--- src/rtl/hw_accel_dma_stream_ctrl_pkg.sv ---
// Shared types and size helpers for the hw_accel DMA stream controller.
// Frame/transfer sizes are module parameters, so they are derived through functions.
package hw_accel_dma_pkg;

    typedef enum logic [1:0] {
        IDLE,
        ARM,
        GAP,
        FLUSH
    } state_e;

    function automatic int frame_words(input int width, input int height);
        return width * height;
    endfunction

    function automatic int n_xfer(input int width, input int height, input int xfer_len);
        return (width * height) / xfer_len;
    endfunction

    // Bits needed to hold any value in 0..max_val.
    function automatic int cnt_width(input int max_val);
        return (max_val < 2) ? 1 : $clog2(max_val + 1);
    endfunction

endpackage

--- src/rtl/hw_accel_dma_stream_ctrl_if.sv ---
// Handshake bundle between the controller, the pixel source/sink and the DMA streams.
// master is the controller side; slave is the surrounding frame-buffer/accelerator side.
interface hw_accel_dma_stream_ctrl_if #(
    parameter int DATA_WIDTH = 32
);
    logic                      src_valid;
    logic                      src_ready;
    logic [DATA_WIDTH-1:0]     src_data;
    logic                      dma_rvalid;
    logic                      dma_rready;
    logic [DATA_WIDTH/8-1:0]   dma_rkeep;
    logic [DATA_WIDTH-1:0]     dma_rdata;
    logic                      dma_wvalid;
    logic                      dma_wready;
    logic                      dma_wlast;
    logic [DATA_WIDTH-1:0]     dma_wdata;
    logic                      snk_valid;
    logic                      snk_ready;
    logic [DATA_WIDTH-1:0]     snk_data;

    modport master (
        input  src_valid, src_data, dma_rready, dma_wvalid, dma_wlast, dma_wdata, snk_ready,
        output src_ready, dma_rvalid, dma_rkeep, dma_rdata, dma_wready, snk_valid, snk_data
    );

    modport slave (
        output src_valid, src_data, dma_rready, dma_wvalid, dma_wlast, dma_wdata, snk_ready,
        input  src_ready, dma_rvalid, dma_rkeep, dma_rdata, dma_wready, snk_valid, snk_data
    );
endinterface

--- src/rtl/hw_accel_dma_stream_ctrl_skid_fifo.sv ---
// Two-entry valid/ready FIFO; a push is visible on out_valid the following cycle.
// Simultaneous push and pop are allowed and leave the occupancy unchanged.
module hw_accel_skid_fifo #(
    parameter int DATA_WIDTH = 32
) (
    input  logic                  clk,
    input  logic                  rst,
    input  logic                  in_valid,
    output logic                  in_ready,
    input  logic [DATA_WIDTH-1:0] in_data,
    output logic                  out_valid,
    input  logic                  out_ready,
    output logic [DATA_WIDTH-1:0] out_data
);
    logic [DATA_WIDTH-1:0] mem [2];
    logic                  wr_ptr;
    logic                  rd_ptr;
    logic [1:0]            count;
    logic                  push;
    logic                  pop;

    assign in_ready  = (count != 2'd2);
    assign out_valid = (count != 2'd0);
    assign out_data  = mem[rd_ptr];
    assign push      = in_valid && in_ready;
    assign pop       = out_valid && out_ready;

    // NOTE: sequential state uses non-blocking assignments so every register samples pre-edge values.
    always_ff @(posedge clk) begin
        if (rst) begin
            wr_ptr <= 1'b0;
            rd_ptr <= 1'b0;
            count  <= 2'd0;
        end else begin
            if (push) wr_ptr <= ~wr_ptr;
            if (pop)  rd_ptr <= ~rd_ptr;
            count <= count + {1'b0, push} - {1'b0, pop};
        end
    end

    // NOTE: storage is deliberately not reset; count alone decides which entries are valid.
    always_ff @(posedge clk) begin
        if (push) mem[wr_ptr] <= in_data;
    end
endmodule

--- src/rtl/hw_accel_dma_stream_ctrl.sv ---
// DMA-side frame sequencer: feeds the read stream, drains the write stream,
// checks wlast framing and arms the accelerator once per write transfer.
module hw_accel_dma_stream_ctrl
    import hw_accel_dma_pkg::*;
#(
    parameter int DATA_WIDTH          = 32,
    parameter int FRAME_WIDTH         = 640,
    parameter int FRAME_HEIGHT        = 480,
    parameter int DMA_TRANSFER_LENGTH = 1920,
    parameter int INIT_LOW_CYCLES     = 4
) (
    input  logic                    clk,
    input  logic                    rst,
    input  logic                    start,
    output logic                    busy,
    output logic                    frame_done,
    hw_accel_dma_stream_ctrl_if.master bus,
    output logic                    hw_accel_dma_init_done,
    output logic                    err_wlast_early,
    output logic                    err_wlast_missing,
    output logic [31:0]             rd_words_count,
    output logic [31:0]             wr_words_count
);
    localparam int FRAME_WORDS = frame_words(FRAME_WIDTH, FRAME_HEIGHT);
    localparam int N_XFER      = n_xfer(FRAME_WIDTH, FRAME_HEIGHT, DMA_TRANSFER_LENGTH);
    localparam int XFER_W      = cnt_width(DMA_TRANSFER_LENGTH - 1);
    localparam int GAP_W       = cnt_width(INIT_LOW_CYCLES - 1);
    localparam int DONE_W      = cnt_width(N_XFER);
    localparam int ISSUE_W     = cnt_width(FRAME_WORDS);

    if (FRAME_WORDS % DMA_TRANSFER_LENGTH != 0) begin : g_bad_xfer_len
        $error("FRAME_WIDTH*FRAME_HEIGHT must be a multiple of DMA_TRANSFER_LENGTH");
    end
    if (INIT_LOW_CYCLES < 3) begin : g_bad_init_low
        $error("INIT_LOW_CYCLES must be at least 3");
    end

    state_e               state, state_nxt;
    logic [GAP_W-1:0]     gap_cnt;
    logic [XFER_W-1:0]    xfer_cnt;
    logic [DONE_W-1:0]    xfers_done;
    logic [ISSUE_W-1:0]   src_issued;
    logic                 src_gate, src_fifo_ready, snk_fifo_ready;
    logic                 src_beat, rd_beat, wr_beat, last_slot, close_beat, start_frame;

    assign busy                   = (state != IDLE);
    assign hw_accel_dma_init_done = (state == ARM);
    assign bus.dma_rkeep          = '1;

    // The source stops accepting once a whole frame has entered the controller.
    assign src_gate      = busy && (src_issued < ISSUE_W'(FRAME_WORDS));
    assign bus.src_ready = src_gate && src_fifo_ready;
    assign bus.dma_wready = busy && snk_fifo_ready;

    assign src_beat    = bus.src_valid && bus.src_ready;
    assign rd_beat     = bus.dma_rvalid && bus.dma_rready;
    assign wr_beat     = bus.dma_wvalid && bus.dma_wready;
    assign last_slot   = (xfer_cnt == XFER_W'(DMA_TRANSFER_LENGTH - 1));
    assign close_beat  = wr_beat && last_slot;
    assign start_frame = (state == IDLE) && start;

    hw_accel_skid_fifo #(.DATA_WIDTH(DATA_WIDTH)) u_src_fifo (
        .clk       (clk),
        .rst       (rst),
        .in_valid  (bus.src_valid && src_gate),
        .in_ready  (src_fifo_ready),
        .in_data   (bus.src_data),
        .out_valid (bus.dma_rvalid),
        .out_ready (bus.dma_rready),
        .out_data  (bus.dma_rdata)
    );

    hw_accel_skid_fifo #(.DATA_WIDTH(DATA_WIDTH)) u_snk_fifo (
        .clk       (clk),
        .rst       (rst),
        .in_valid  (bus.dma_wvalid && busy),
        .in_ready  (snk_fifo_ready),
        .in_data   (bus.dma_wdata),
        .out_valid (bus.snk_valid),
        .out_ready (bus.snk_ready),
        .out_data  (bus.snk_data)
    );

    // NOTE: the default assignment first keeps this block free of inferred latches.
    always_comb begin
        state_nxt = state;
        case (state)
            IDLE:  if (start) state_nxt = ARM;
            ARM:   if (close_beat) state_nxt = GAP;
            GAP: begin
                if (gap_cnt == GAP_W'(INIT_LOW_CYCLES - 1))
                    state_nxt = (xfers_done < DONE_W'(N_XFER)) ? ARM : FLUSH;
            end
            FLUSH: if (!bus.dma_rvalid && !bus.snk_valid) state_nxt = IDLE;
            default: state_nxt = IDLE;
        endcase
    end

    always_ff @(posedge clk) begin
        if (rst) begin
            state             <= IDLE;
            frame_done        <= 1'b0;
            gap_cnt           <= '0;
            xfer_cnt          <= '0;
            xfers_done        <= '0;
            src_issued        <= '0;
            rd_words_count    <= '0;
            wr_words_count    <= '0;
            err_wlast_early   <= 1'b0;
            err_wlast_missing <= 1'b0;
        end else begin
            state      <= state_nxt;
            frame_done <= (state == FLUSH) && (state_nxt == IDLE);
            gap_cnt    <= (state == GAP && state_nxt == GAP) ? gap_cnt + GAP_W'(1) : '0;
            if (start_frame) begin
                xfer_cnt          <= '0;
                xfers_done        <= '0;
                src_issued        <= '0;
                rd_words_count    <= '0;
                wr_words_count    <= '0;
                err_wlast_early   <= 1'b0;
                err_wlast_missing <= 1'b0;
            end else begin
                if (src_beat) src_issued <= src_issued + ISSUE_W'(1);
                if (rd_beat)  rd_words_count <= rd_words_count + 32'd1;
                if (wr_beat) begin
                    wr_words_count <= wr_words_count + 32'd1;
                    xfer_cnt       <= last_slot ? '0 : xfer_cnt + XFER_W'(1);
                    if (!last_slot && bus.dma_wlast) err_wlast_early   <= 1'b1;
                    if (last_slot && !bus.dma_wlast) err_wlast_missing <= 1'b1;
                end
                if (state == ARM && close_beat) xfers_done <= xfers_done + DONE_W'(1);
            end
        end
    end
endmodule

--- src/flat_wrapper.sv ---
// flat-port wrapper written by rule: the top's interface ports become plain ports
module hw_accel_dma_stream_ctrl_flat import hw_accel_dma_pkg::*;
#(
    parameter int DATA_WIDTH          = 32,
    parameter int FRAME_WIDTH         = 640,
    parameter int FRAME_HEIGHT        = 480,
    parameter int DMA_TRANSFER_LENGTH = 1920,
    parameter int INIT_LOW_CYCLES     = 4
)
  (clk, rst, start, busy, frame_done, hw_accel_dma_init_done, err_wlast_early, err_wlast_missing, rd_words_count, wr_words_count, bus_src_valid, bus_src_data, bus_dma_rready, bus_dma_wvalid, bus_dma_wlast, bus_dma_wdata, bus_snk_ready, bus_src_ready, bus_dma_rvalid, bus_dma_rkeep, bus_dma_rdata, bus_dma_wready, bus_snk_valid, bus_snk_data);
  hw_accel_dma_stream_ctrl_if #(.DATA_WIDTH(DATA_WIDTH)) bus_i ();
  input  logic clk;
  input  logic rst;
  input  logic start;
  output logic busy;
  output logic frame_done;
  output logic hw_accel_dma_init_done;
  output logic err_wlast_early;
  output logic err_wlast_missing;
  output logic [31:0] rd_words_count;
  output logic [31:0] wr_words_count;
  input wire logic [$bits(bus_i.src_valid)-1:0] bus_src_valid;
  input wire logic [$bits(bus_i.src_data)-1:0] bus_src_data;
  input wire logic [$bits(bus_i.dma_rready)-1:0] bus_dma_rready;
  input wire logic [$bits(bus_i.dma_wvalid)-1:0] bus_dma_wvalid;
  input wire logic [$bits(bus_i.dma_wlast)-1:0] bus_dma_wlast;
  input wire logic [$bits(bus_i.dma_wdata)-1:0] bus_dma_wdata;
  input wire logic [$bits(bus_i.snk_ready)-1:0] bus_snk_ready;
  output wire logic [$bits(bus_i.src_ready)-1:0] bus_src_ready;
  output wire logic [$bits(bus_i.dma_rvalid)-1:0] bus_dma_rvalid;
  output wire logic [$bits(bus_i.dma_rkeep)-1:0] bus_dma_rkeep;
  output wire logic [$bits(bus_i.dma_rdata)-1:0] bus_dma_rdata;
  output wire logic [$bits(bus_i.dma_wready)-1:0] bus_dma_wready;
  output wire logic [$bits(bus_i.snk_valid)-1:0] bus_snk_valid;
  output wire logic [$bits(bus_i.snk_data)-1:0] bus_snk_data;
  assign bus_i.src_valid = bus_src_valid;
  assign bus_i.src_data = bus_src_data;
  assign bus_i.dma_rready = bus_dma_rready;
  assign bus_i.dma_wvalid = bus_dma_wvalid;
  assign bus_i.dma_wlast = bus_dma_wlast;
  assign bus_i.dma_wdata = bus_dma_wdata;
  assign bus_i.snk_ready = bus_snk_ready;
  assign bus_src_ready = bus_i.src_ready;
  assign bus_dma_rvalid = bus_i.dma_rvalid;
  assign bus_dma_rkeep = bus_i.dma_rkeep;
  assign bus_dma_rdata = bus_i.dma_rdata;
  assign bus_dma_wready = bus_i.dma_wready;
  assign bus_snk_valid = bus_i.snk_valid;
  assign bus_snk_data = bus_i.snk_data;
  hw_accel_dma_stream_ctrl #(.DATA_WIDTH(DATA_WIDTH), .FRAME_WIDTH(FRAME_WIDTH), .FRAME_HEIGHT(FRAME_HEIGHT), .DMA_TRANSFER_LENGTH(DMA_TRANSFER_LENGTH), .INIT_LOW_CYCLES(INIT_LOW_CYCLES)) u_core (.clk(clk), .rst(rst), .start(start), .busy(busy), .frame_done(frame_done), .bus(bus_i), .hw_accel_dma_init_done(hw_accel_dma_init_done), .err_wlast_early(err_wlast_early), .err_wlast_missing(err_wlast_missing), .rd_words_count(rd_words_count), .wr_words_count(wr_words_count));
endmodule
--- config.mk ---
export PLATFORM = sky130hd
export DESIGN_NAME = hw_accel_dma_stream_ctrl_flat
export DESIGN_NICKNAME = d
export VERILOG_FILES = /design/src/rtl/hw_accel_dma_stream_ctrl_pkg.sv /design/src/rtl/hw_accel_dma_stream_ctrl_if.sv /design/src/rtl/hw_accel_dma_stream_ctrl_skid_fifo.sv /design/src/rtl/hw_accel_dma_stream_ctrl.sv /design/src/flat_wrapper.sv
export SDC_FILE = /design/constraint.sdc
export NUM_CORES = 1
export LEC_CHECK = 0
export CAP_MARGIN = 0
export CORE_UTILIZATION = 59
export CTS_CLUSTER_SIZE = 20
export DETAILED_ROUTE_END_ITERATION = 10
export DONT_BUFFER_PORTS = 1
export PLACE_DENSITY = 0.76
export SETUP_SLACK_MARGIN = 0.3
export SYNTH_ARGS = -nofsm -noshare
export SYNTH_HDL_FRONTEND = slang
export SYNTH_SLANG_ARGS = --single-unit
--- constraint.sdc ---
create_clock -name clk -period 4 [get_ports clk]
set_input_delay 0.4 -clock clk [delete_from_list [all_inputs] [get_ports clk]]
set_output_delay 0.4 -clock clk [all_outputs]
set_load 0.02 [all_outputs]
-- Word level (Yosys, flattened, before mapping)
Memories as Yosys holds them, arrays and structs flattened. A register that Yosys moved wholly into a read port is not among the register bits.
Cells that the tools add are included.
- flip-flop bits (word level): 117
- bits in writable memories: 128
- input port bits: 72
- logic and storage cells: 90
- memories kept: 2
- memories (memory ; words ; width ; read ports ; clocked after Yosys merged registers in ; wr ports ; RTL line ; text):
    u_core.u_snk_fifo.mem ; 2 ; 32 ; 1 ; 1 ; 1 ; hw_accel_dma_stream_ctrl_skid_fifo.sv:15 ; logic [DATA_WIDTH-1:0] mem [2];
    u_core.u_src_fifo.mem ; 2 ; 32 ; 1 ; 1 ; 1 ; hw_accel_dma_stream_ctrl_skid_fifo.sv:15 ;
- add/subtract/negate cells: 10
- order comparisons: 2
- eq/ne operators: 8
- mux-type cells: 15
- bitwise logic cells: 5
- reductions and logical operators: 32
- operators with widths (cell ; count):
    32-bit by 1-bit adder with 32-bit output, second input constant ; 2
    19-bit by 1-bit adder with 19-bit output, second input constant ; 1
    1-bit logical AND ; 19
    19-bit less-than comparator, second input constant ; 1
    11-bit by 1-bit adder with 11-bit output, second input constant ; 1
    11-bit equality test, second input constant ; 1
    11-bit 2-to-1 mux ; 1
    2-bit 2-to-1 mux ; 5
    8-bit by 1-bit adder with 8-bit output, second input constant ; 1
    2-bit equality test, second input constant ; 4
    8-bit less-than comparator, second input constant ; 1
    1-bit 2-to-1 mux ; 8
    2-bit case mux with 4 select lines ; 1
    2-bit nonzero test ; 3
    1-bit NOT ; 5
    2-bit by 1-bit adder with 2-bit output ; 2
    1-bit logical NOT ; 4
    2-bit logical NOT ; 2
    2-bit inequality test, second input constant ; 2
    2-bit AND reduction ; 2
    2-bit OR reduction ; 2
    2-bit by 1-bit subtractor with 2-bit output ; 2
    2-bit by 1-bit adder with 2-bit output, second input constant ; 1
    2-bit by 1-bit equality test with 1-bit output, second input constant ; 1

-- Depth between registers and ports, before layout
- depth in word-level cells: 10
- depth in mapped cells: 13

-- Cells and area by module
A second synthesis with hierarchy kept.
- cells, all modules: 828
- area, all modules: 10364.9 um^2
- by module, submodules not included (module ; instances ; cells each ; area an instance (um^2)):
    hw_accel_skid_fifo ; 2 ; 124 ; 2677.6
    hw_accel_dma_stream_ctrl ; 1 ; 580 ; 5009.8

-- Least setup slack after synthesis
OpenSTA, ideal clock, no wires.
- path kind: reg2reg
- start: register u_core.src_issued[13]
- end: memory u_core.u_src_fifo.mem[1][0] (enable)
- arrival: 2.713 ns
- data required time: 3.579 ns
- slack: 0.866 ns
- stages on the path, launching flop included: 7
- path buffers: 2
- clock period less this slack: 3.134 ns
- cells stage by stage: dfxtp_1 > a2111oi_2 > o2111a_2 > inv_2 > buf_6 > buf_2 > nor2_1
- word-level cells in the longest chain between the ends: 6
- RTL lines (element ; RTL line ; text):
    start, declared ; hw_accel_dma_stream_ctrl.sv:42 ; logic [ISSUE_W-1:0] src_issued;
    start signal, assigned ; hw_accel_dma_stream_ctrl.sv:124 ; if (src_beat) src_issued <= src_issued + ISSUE_W'(1);
    19-bit less-than comparator ; hw_accel_dma_stream_ctrl.sv:51 ; assign src_gate = busy && (src_issued < ISSUE_W'(FRAME_WORDS));
    1-bit logical AND ; hw_accel_dma_stream_ctrl.sv:51 ;
    1-bit logical AND ; hw_accel_dma_stream_ctrl.sv:65 ; .in_valid (bus.src_valid && src_gate),
    1-bit logical AND ; hw_accel_dma_stream_ctrl_skid_fifo.sv:25 ; assign push = in_valid && in_ready;
    1-bit 2-to-1 mux ; hw_accel_dma_stream_ctrl_skid_fifo.sv:43 ; if (push) mem[wr_ptr] <= in_data;
    1-bit 2-to-1 mux (implied by the code) ; hw_accel_dma_stream_ctrl_skid_fifo.sv:43 ;
    end, declared ; hw_accel_dma_stream_ctrl_skid_fifo.sv:15 ;
No other way between the ends.

-- Worst setup path after layout
- start: register u_core.state[0]
- end: register u_core.u_src_fifo.count[1]
- word-level cells in the longest chain between the ends: 6
- RTL lines (element ; RTL line ; text):
    start, declared ; hw_accel_dma_stream_ctrl.sv:38 ; state_e state, state_nxt;
    start signal, assigned ; hw_accel_dma_stream_ctrl.sv:112 ; state <= state_nxt;
    2-bit nonzero test ; hw_accel_dma_stream_ctrl.sv:46 ; assign busy = (state != IDLE);
    named net busy ; flat_wrapper.sv:15 ; output logic busy;
    1-bit logical AND ; hw_accel_dma_stream_ctrl.sv:51 ;
    1-bit logical AND ; hw_accel_dma_stream_ctrl.sv:65 ;
    1-bit logical AND ; hw_accel_dma_stream_ctrl_skid_fifo.sv:25 ;
    2-bit by 1-bit adder with 2-bit output ; hw_accel_dma_stream_ctrl_skid_fifo.sv:37 ; count <= count + {1'b0, push} - {1'b0, pop};
    2-bit by 1-bit subtractor with 2-bit output ; hw_accel_dma_stream_ctrl_skid_fifo.sv:37 ;
    end signal, assigned ; hw_accel_dma_stream_ctrl_skid_fifo.sv:37 ;
    end, declared ; hw_accel_dma_stream_ctrl_skid_fifo.sv:18 ; logic [1:0] count;
The timed path passes the listed nets, and every way through them passes these cells.
A chain may end at the register's enable or synchronous reset.

==> results.yml <==
global_route:
  antenna_found_initial: 1
  grt_max_degree: 48
  first_global_vias: 7118
  grt_overflow: 0
  grt.total_usage: 0.2511
  grt_pass1_wl_um: 36290
sta:
  relSlewSlack: 0.3867
  rsz0062_at_grt: "no"
  hold_viol_final: 0
  min_period_ns: 2.878
  final.setup.tns_ns: 0
  worst_clock_skew_ns: 0.01849
  slew_violations: 0
  max_slew.worst_pin.slew_ns: 0.9177
  period_share: 0.7195
  setup-violations-final: 0
  fmax_ghz: 0.3475
route:
  top_layer_used: "met4"
  wl_met2_um: 11700
  routed-via-count: 7353
  drt_wl_total_um: 23390
  first_pass_iters: 7
  wl_met1_um: 9564
  first_iter_violations: 539
  drc: 0
  wl_met3_um: 1708
  antenna_left: 0
  avgRoutedWirePerCell_um: 19.84
  routed_via_density: 6.237
layout:
  final_cell_area_sq_mm: 0.01189
  fillCellCount: 1197
  regArea_sq_mm: 0.006226
  syn_to_final_growth_pct: 15.12
  num-nets-final: 1016
  drive_gt1_frac: 0.1291
  multi_input_area_sq_mm: 0.003784
power:
  power_frac_seq: 0.473
  p_sw_frac: 0.2665
  leakage_nw: 3.722
  p_clk_frac: 0.372
  p_sw_w: 0.001590
  ir_drop_mv: 0.3409
  power_density_mw_per_mm2: 502.1
  p_int_w: 0.004377
  p_comb_frac: 0.154
clock_network:
  clk_pin_slew_ns: 0.06
  cts_hold_buf: 65
  cts.sinks: 247
  clock_path_buffers: 3
  cts_inserted_buffers: 25
  post_cts_buffers: 0
  tritoncts: "built"
  cts_resized: 0
  htreeDepth: 1
  root_buffer: "clkbuf_16"
  clkLatencyLatePin_ns: 0.51
floorplan:
  start_util: 0.6011
  die_h_um: 134.3
  rows: 48
  num_io_pins: 213
  die_area_sq_mm: 0.01803
  placeableCoreArea_sq_mm: 0.01718
  die_x_um: 134.3
synth:
  yosysTopAreaCell: "edfxtp_1"
  synth_enable_flop_cells: 128
  synth_area_leaders: "edfxtp_1 37%, dfxtp_1 23%, mux2_2 7.1%, a21oi_1 3.3%, or3_1 2.6%"
  ys_types: 52
  syn_inst: 884
  synth_flop_cell: "edfxtp_1"
  synth_compound_area_frac: 0.08156
  synth_xor_area_frac: 0.02206
  yosys.area_share.adder: 0.01212
  synth.most_common_cell: "edfxtp_1"
  syn_area_per_cell_sq_um: 11.68
  synth_top_area_frac: 0.3723
  ys_ff_latch: 247
  ys_top_cells_by_count: "128 x edfxtp_1, 119 x dfxtp_1, 68 x a21oi_1"
  synth_mux_area_frac: 0.08446
  yosys.area_share.simple: 0.1638
  async_flop_share: 0
  synth_area_sq_mm: 0.01032
  ys.warnings.count: 0
  ys_seq_area_frac: 0.6030
  synth_top_family_by_area: "simple AND/OR/NAND/NOR gates"
place:
  io_buffers: 0
  post_dp_cell_area_sq_mm: 0.01045
  dp_hpwl_um: 15070
  gp_congestion: 0.8210
worst_setup_path:
  cp-start-kind: "flip-flop"
  crit_required_ns: 4.37
  critPathTopFamily: "buffers and inverters"
  endpoint_kind: "flip-flop"
  critPathArrivalTime_ns: 3.25
  path_class: "reg -> reg"
  critPathSlowestCell: "clkinv_1"
  path_max_fanout: 32
  cp_cell_sequence: "nor2_2 -> clkinv_1 -> o2111a_2 -> inv_2 -> ha_1 -> inv_1 -> ha_1 -> xor2_1 -> xnor2_1 -> nor2_1"
  max_stage_delay_ns: 0.42
  crit_buf_inv: 3
  crit_top_cell: "ha_1"
outcome:
  outcome: "finished clean"
min_path:
  hold_path_class: "in -> reg"
job:
  drv_cap: 0
[metal layers]
| metal | track usage | up-vias |
|---|---|---|
| met5 | 0 | - |
| met4 | 0.06991 | 0 |
| met3 | 0.05064 | 39 |
| met2 | 0.4384 | 292 |
| met1 | 0.3167 | 3589 |
| li1 | - | 3433 |
[worst register-to-register path, stage by stage, from the launching register on]
cell,delay (ns)
dfxtp_1,0.39
nor2_2,0.29
clkinv_1,0.42
o2111a_2,0.36
inv_2,0.36
ha_1,0.33
inv_1,0.06
ha_1,0.16
xor2_1,0.20
xnor2_1,0.14
nor2_1,0.05
[path summary, 6_finish.rpt]
kind | from | end | slack [ns] | cells past startpoint
worst min-delay path | bus_dma_wlast | u_core.err_wlast_early | 0.07 | 2
worst max register to register | u_core.state[0] | u_core.u_src_fifo.count[1] | 1.12 | 10
worst min register to register | u_core.gap_cnt[0] | u_core.gap_cnt[0] | 0.46 | 1
worst max-delay path | u_core.state[0] | u_core.u_src_fifo.count[1] | 1.12 | 10
[registers in the layout (all words and copies together), names as in the netlist, 8 cells and up, named ones only]
signal	flops
u_core.rd_words_count	32
u_core.u_src_fifo.mem	64
u_core.u_snk_fifo.mem	64
u_core.src_issued	19
u_core.wr_words_count	32
u_core.xfers_done	8
u_core.xfer_cnt	11
[cell type report]
cell class / count / share of cell area
inverter: 25 / 0.007895
sequential: 247 / 0.5238
antenna: 1 / 0.0002105
timing repair buffer: 73 / 0.05979
clock buffer: 28 / 0.05358
multi-input combinational: 562 / 0.3183
tap: 225 / 0.02368
clock inverter: 18 / 0.01274
[metrics by stage]
stage | std cells | hold WS, ns | power, W | util | setup WS, ns
3_5_place_dp | 1067 | 0.4446 | 0.003733 | 0.6081 | 1.199
6_report | 1179 | 0.06806 | 0.005968 | 0.6920 | 1.122
2_1_floorplan | 887 | 0.4072 | 0.003605 | - | 0.8657
3_3_place_gp | 1067 | 0.4149 | 0.003714 | 0.6081 | 1.344
4_1_cts | 1178 | 0.05338 | 0.006012 | 0.6919 | 1.149
5_1_grt | 1179 | 0.06977 | 0.006167 | 0.6920 | 0.9908
[power groups by stage]
| stage | Combinational (W) | Sequential (W) | Clock, W |
|---|---|---|---|
| after floorplan | 0.000742 | 0.00286 | 0 |
| after global placement | 0.000844 | 0.00287 | 0 |
| after detailed placement | 0.000855 | 0.00288 | 0 |
| after CTS | 0.000927 | 0.00282 | 0.00226 |
| after global routing | 0.000974 | 0.00283 | 0.00236 |
| final | 0.000922 | 0.00282 | 0.00222 |
[logic make-up (layout without fill, tap and decap cells)]
family | count (synthesis) | count (layout)
fa+ha+maj | 10 | 10
mux | 79 | 79
buf+inv | 78 | 144
simple gates | 300 | 300
flops | 247 | 247
other cells | 1 | 5
xor+xnor | 26 | 26
compound gates | 143 | 143
[cell usage in the layout (no fill, tap or decap), types with 6 or more instances in the layout]
master,Yosys,final
edfxtp_1,128,128
dfxtp_1,119,119
a21oi_1,68,68
mux2_2,65,65
dlygate4sd3_1,0,65
nand2_1,55,55
or3_1,43,43
nor2_1,40,38
or4_1,35,35
o31ai_1,34,34
nand3_1,31,31
o21ai_0,29,29
clkbuf_16,0,25
nand4_1,24,24
nor4_1,22,22
inv_1,21,21
xnor2_1,20,20
mux2i_1,14,14
and4_1,11,11
ha_1,10,10
clkinv_1,2,8
buf_4,6,8
and3_1,7,7
nor2b_1,6,6
xor2_1,6,6
nor3_1,6,6
Power figures use the tool's default switching activity.
